===== src/rtl/vec_relu_arbiter.sv =====
`default_nettype none
// =============================================================================
// vec_relu_arbiter : two-requester round-robin arbiter with burst lock and
//                    starvation cap, feeding a registered ReLU vector lane.
// Rev 1.0
// =============================================================================
module vec_relu_arbiter #(
   parameter int VEC_SIZE   = 4,
   parameter int EXP_WIDTH  = 8,
   parameter int FRAC_WIDTH = 23,
   parameter int MAX_BURST  = 16
) (
   input  logic                                             clk,
   input  logic                                             reset,
   input  logic                                             in0_valid,
   output logic                                             in0_ready,
   input  logic [VEC_SIZE*(1+EXP_WIDTH+FRAC_WIDTH)-1:0]     in0_data,
   input  logic                                             in0_last,
   input  logic                                             in1_valid,
   output logic                                             in1_ready,
   input  logic [VEC_SIZE*(1+EXP_WIDTH+FRAC_WIDTH)-1:0]     in1_data,
   input  logic                                             in1_last,
   output logic                                             out_valid,
   input  logic                                             out_ready,
   output logic [VEC_SIZE*(1+EXP_WIDTH+FRAC_WIDTH)-1:0]     out_data,
   output logic                                             out_src,
   output logic                                             out_last
);

   localparam int c_W   = 1 + EXP_WIDTH + FRAC_WIDTH;
   localparam int c_DW  = VEC_SIZE * c_W;
   localparam int c_CAP = (MAX_BURST == 0) ? 1 : MAX_BURST;
   localparam int c_CW  = $clog2(c_CAP + 1);
   localparam logic [c_CW-1:0] c_CAP_V = c_CW'(c_CAP);
   localparam logic [c_CW-1:0] c_ONE   = c_CW'(1);

   typedef enum logic [0:0] {
      S_IDLE = 1'b0,
      S_LOCK = 1'b1
   } state_t;

   state_t            state_q;
   logic              owner_q;
   logic              prio_q;
   logic [c_CW-1:0]   cnt_q;
   logic              out_valid_q;
   logic [c_DW-1:0]   out_data_q;
   logic              out_src_q;
   logic              out_last_q;

   logic              w_grant;
   logic              w_preempt;
   logic              w_cap;
   logic              w_v_other;
   logic              w_can_load;
   logic              w_acc;
   logic [c_DW-1:0]   w_sel_data;
   logic              w_sel_last;
   logic [c_DW-1:0]   w_relu;

   always_comb begin
      w_v_other = owner_q ? in0_valid : in1_valid;
      w_cap     = (MAX_BURST != 0) && (cnt_q == c_CAP_V);
      w_preempt = 1'b0;
      w_grant   = prio_q;
      if (state_q == S_IDLE) begin
         if (in0_valid && !in1_valid)
            w_grant = 1'b0;
         else if (in1_valid && !in0_valid)
            w_grant = 1'b1;
      end else if (w_cap && w_v_other) begin
         // owner has used up its share while the other side waits
         w_grant   = ~owner_q;
         w_preempt = 1'b1;
      end else begin
         w_grant = owner_q;
      end
      w_can_load = !out_valid_q || out_ready;
      w_acc      = w_can_load && (w_grant ? in1_valid : in0_valid);
      w_sel_data = w_grant ? in1_data : in0_data;
      w_sel_last = w_grant ? in1_last : in0_last;
   end

   for (genvar i = 0; i < VEC_SIZE; i++) begin : g_relu
      assign w_relu[i*c_W +: c_W] = w_sel_data[i*c_W + c_W - 1] ? '0 : w_sel_data[i*c_W +: c_W];
   end

   always_ff @(posedge clk) begin
      if (reset) begin
         state_q     <= S_IDLE;
         owner_q     <= 1'b0;
         prio_q      <= 1'b0;
         cnt_q       <= '0;
         out_valid_q <= 1'b0;
         out_data_q  <= '0;
         out_src_q   <= 1'b0;
         out_last_q  <= 1'b0;
      end else if (w_acc) begin
         out_valid_q <= 1'b1;
         out_data_q  <= w_relu;
         out_src_q   <= w_grant;
         out_last_q  <= w_sel_last;
         if (state_q == S_IDLE) begin
            if (w_sel_last) begin
               prio_q <= ~w_grant;
            end else begin
               state_q <= S_LOCK;
               owner_q <= w_grant;
               cnt_q   <= c_ONE;
            end
         end else if (w_preempt) begin
            state_q <= S_IDLE;
            prio_q  <= w_grant;
            cnt_q   <= '0;
         end else if (w_sel_last) begin
            state_q <= S_IDLE;
            prio_q  <= ~owner_q;
            cnt_q   <= '0;
         end else if (cnt_q != c_CAP_V) begin
            cnt_q <= cnt_q + c_ONE;
         end
      end else if (out_ready) begin
         out_valid_q <= 1'b0;
      end
   end

   assign in0_ready = w_can_load && !w_grant;
   assign in1_ready = w_can_load && w_grant;
   assign out_valid = out_valid_q;
   assign out_data  = out_data_q;
   assign out_src   = out_src_q;
   assign out_last  = out_last_q;

endmodule
`default_nettype wire


===== config.mk =====
export PLATFORM = sky130hd
export DESIGN_NAME = vec_relu_arbiter
export DESIGN_NICKNAME = d
export VERILOG_FILES = /design/src/rtl/vec_relu_arbiter.sv
export SDC_FILE = /design/constraint.sdc
export NUM_CORES = 1
export LEC_CHECK = 0
export ABC_AREA = 1
export ABC_CLOCK_PERIOD_IN_PS = 4700
export CORE_AREA = 4 4 152 154
export DETAILED_ROUTE_END_ITERATION = 6
export DIE_AREA = 0 0 156 158
export GPL_TIMING_DRIVEN = 0
export HOLD_SLACK_MARGIN = 0.15
export PLACE_DENSITY = 0.75
export SYNTH_ARGS = -nofsm -noshare
export SYNTH_HDL_FRONTEND = slang
export SYNTH_SLANG_ARGS = --single-unit

===== constraint.sdc =====
create_clock -name clk -period 4.7 [get_ports clk]
set_clock_uncertainty 0.05 [all_clocks]
set_input_delay 0.47 -clock clk [delete_from_list [all_inputs] [get_ports clk]]
set_output_delay 0.47 -clock clk [all_outputs]
set_load 0.02 [all_outputs]

==> flow_summary.json <==
{
  "outcome": "finished clean",
  "dpl.hpwl_mm": 23.8,
  "hold_path_class": "reg -> reg",
  "layout.area.seq_sq_um": 2700,
  "multi_input_comb_area_sq_um": 3760,
  "dr_total_vias": 8750,
  "drt-wirelength-per-cell_um": 17.0,
  "fin_nets": 1772,
  "maxCapViolCount": 0,
  "path_class": "reg -> out",
  "die-area_sq_um": 24600,
  "rr_endpoint": "out_data[25]$_SDFFE_PP0P_",
  "hold_slack_ns": 0.417,
  "layout-drive-gt1-share_pct": 8.16,
  "rsz0062_at_grt": "false",
  "coreArea_sq_um": 21700,
  "synthTopCellsByArea": "dfxtp_1 38%, nand2_1 21%, a21oi_1 9.1%",
  "setup_viol": 0,
  "initial_core_util_pct": 33.0,
  "cts_tree": "done",
  "synth_top_area_cell": "dfxtp_1",
  "overflow": 0,
  "fin_ws_ns": 1.26,
  "reg2reg_depth": 13,
  "finalCriticalPeriod_ns": 3.44,
  "ys_dominant_reg_cell": "dfxtp_1",
  "setup_tns_ns": 0,
  "n_antenna_cell": 0,
  "fmax_mhz": 291,
  "cp.depth": 12,
  "clk_pin_slew_worst_paths_ns": 0.06,
  "post_cts_buffers": 0,
  "required_ns": 4.18,
  "cp-startpoint": "cnt_q[0]$_SDFFE_PP0P_",
  "ios": 396,
  "cp-endpoint": "in0_ready",
  "powerDensity_nw_per_um2": 685,
  "syn_to_final_growth_pct": 68.8,
  "yosys_register_bits": 135,
  "worst_path_max_delay_cell": "clkdlybuf4s50_1",
  "drtAntennaViolNets": 0,
  "post_cts_resized": 0,
  "antenna_found_initial": 0,
  "numClockSinks": 135,
  "dp_slack_ns": 1.31,
  "cts_inserted_buffers": 17,
  "cp_max_fo": 10,
  "power.leakage_nw": 5.24,
  "crit_chain": "inv_1 > ha_1 > nand2_1 > nor2_4 > nand4_2 > nand3_2 > buf_6 > buf_8 > buf_2 > nand2_1 > inv_1 > clkdlybuf4s50_1",
  "ir_drop_mv": 0.318,
  "syn_area_sq_um": 7160,
  "worstReg2RegStart": "cnt_q[0]$_SDFFE_PP0P_",
  "synth_commonest_cells": "401 x nand2_1, 135 x dfxtp_1, 130 x a21oi_1, 130 x nand3_1, 87 x o21ai_0",
  "die_y_um": 158,
  "synthArstFlopShare_pct": 0,
  "synth_most_common_cell": "nand2_1",
  "cp-end-kind": "output pin",
  "crit_path_max_incr_delay_ns": 0.60,
  "first_pass_iters": 5,
  "crit_family": "buffers and inverters",
  "synth_edf_count": 0,
  "numPortBuffers": 391,
  "gp_congestion": 0.831,
  "grt_max_degree": 17,
  "drcViolationCount": 0,
  "drtIter0Drc": 541,
  "yosysWarnings": 0,
  "cp.arrival_ns": 2.92,
  "postSynthCellCount": 1094,
  "clk_latency_ns": 0.42,
  "yosysUniqueCellTypes": 29,
  "grt_use_total_pct": 23.4,
  "final_core_util_pct": 55.7,
  "wl_mm": 30.6,
  "ys_seq_area_share_pct": 37.7,
  "htree_levels": 4,
  "start_kind": "flop",
  "hold_viol": 0,
  "via_per_inst": 4.86,
  "syn_area_per_cell_sq_um": 6.54,
  "grt_first_pass_wirelength_mm": 45.5,
  "fp.dieW_um": 156,
  "cts_root_buffer": "clkbuf_16",
  "relSlewSlack_pct": 54.1,
  "path_buf_inv": 6,
  "drv_slew": 0,
  "n_fill_cell": 2077,
  "clock_path_buffers": 2,
  "cts_hold_buf": 0,
  "tightest_slew_ns": 0.688,
  "min_period_over_period_pct": 73.2,
  "num_rows": 54,
  "grt_pass1_vias": 8580,
  "r2r_setup_slack_ns": 2.35,
  "synth_top_area_share_pct": 37.7
}
state kept, by name, indices dropped and copies added (netlist names):
name,flops
out_data,124
cnt_q,5
out_last,1
out_src,1
out_valid,1
owner_q,1
prio_q,1
state_q,1
worst register-to-register path, delay by kind of cell, from the launching register on:
kind,cells,cell delay (ns)
buffers and inverters,4,0.87
and+or+nand+nor,7,0.63
DFF,1,0.36
adders and majority gates,1,0.21
AOI/OAI and AO/OA,1,0.16
cells in the final DEF (no fill, tap or decap), types with 2 or more instances in the layout:
master	Yosys	routed
a21oi_1	130	130
nor2_1	20	20
nand3_1	130	130
nand4_2	2	2
o21ai_2	3	3
conb_1	1	4
bufinv_16	0	4
nand4_1	2	2
inv_1	18	18
clkdlybuf4s50_1	0	391
ha_1	2	2
clkinv_2	1	2
dfxtp_1	135	135
clkbuf_8	0	4
buf_6	16	16
xor2_1	2	2
o21ai_0	87	87
o21ai_1	44	44
clkinv_4	0	3
nand2_2	5	5
nand3_2	3	3
clkbuf_1	26	26
nand2_1	401	401
buf_4	15	15
inv_2	3	3
clkbuf_16	0	17
buf_2	41	41
power breakdown:
group / total (mW) / internal, mW / switching (mW)
sequential: 1.88 / 1.63 / 0.248
combinational: 4.93 / 1.96 / 2.97
clock: 1.47 / 0.946 / 0.522
through the flow:
| step | power, mW | area [sq um] | std cells |
|---|---|---|---|
| after floorplan | 4.78 | 7170 | 1097 |
| after CTS | 8.32 | 12100 | 1799 |
| after detailed placement | 6.82 | 11400 | 1768 |
| after global placement | 6.76 | 11400 | 1768 |
| final | 8.27 | 12100 | 1799 |
| after global routing | 8.87 | 12100 | 1799 |
cells by family (layout without fill, tap and decap cells):
logic type / Yosys count / in the layout / share of synthesized area, %
buffers and inverters: 123 / 545 / 9.82
other: 1 / 4 / 0.0524
AOI/OAI and AO/OA: 264 / 264 / 18.6
adders and majority gates: 2 / 2 / 0.349
xor gates and xnor gates: 3 / 3 / 0.367
DFF: 135 / 135 / 37.7
and+or+nand+nor: 566 / 566 / 33.0
worst min path at each step:
stage | start | endpoint | cells past startpoint | slack [ns]
after floorplan | prio_q$_SDFFE_PP0P_ | prio_q$_SDFFE_PP0P_ | 2 | 0.42
after global placement | out_src$_SDFFE_PP0P_ | out_src$_SDFFE_PP0P_ | 2 | 0.40
after detailed placement | out_src$_SDFFE_PP0P_ | out_src$_SDFFE_PP0P_ | 2 | 0.41
after CTS | out_src$_SDFFE_PP0P_ | out_src$_SDFFE_PP0P_ | 2 | 0.42
after global routing | out_src$_SDFFE_PP0P_ | out_src$_SDFFE_PP0P_ | 2 | 0.44
final | out_src$_SDFFE_PP0P_ | out_src$_SDFFE_PP0P_ | 2 | 0.42
layer usage:
layer,vias up,GRT usage [%],wire length [um]
met5,-,0,0
met1,3950,27.3,12500
li1,4435,-,-
met2,315,41.4,15000
met3,50,6.83,2330
met4,0,7.29,795
layout make-up:
type | instances | area share (%)
clock buffer | 21 | 3.98
sequential | 135 | 22.4
buffer | 101 | 5.13
multi-input combinational | 839 | 31.2
clock inverter | 10 | 1.39
inverter | 22 | 0.694
timing repair buffer | 391 | 32.4
tap | 280 | 2.90
(Power assumes the default switching activity.)
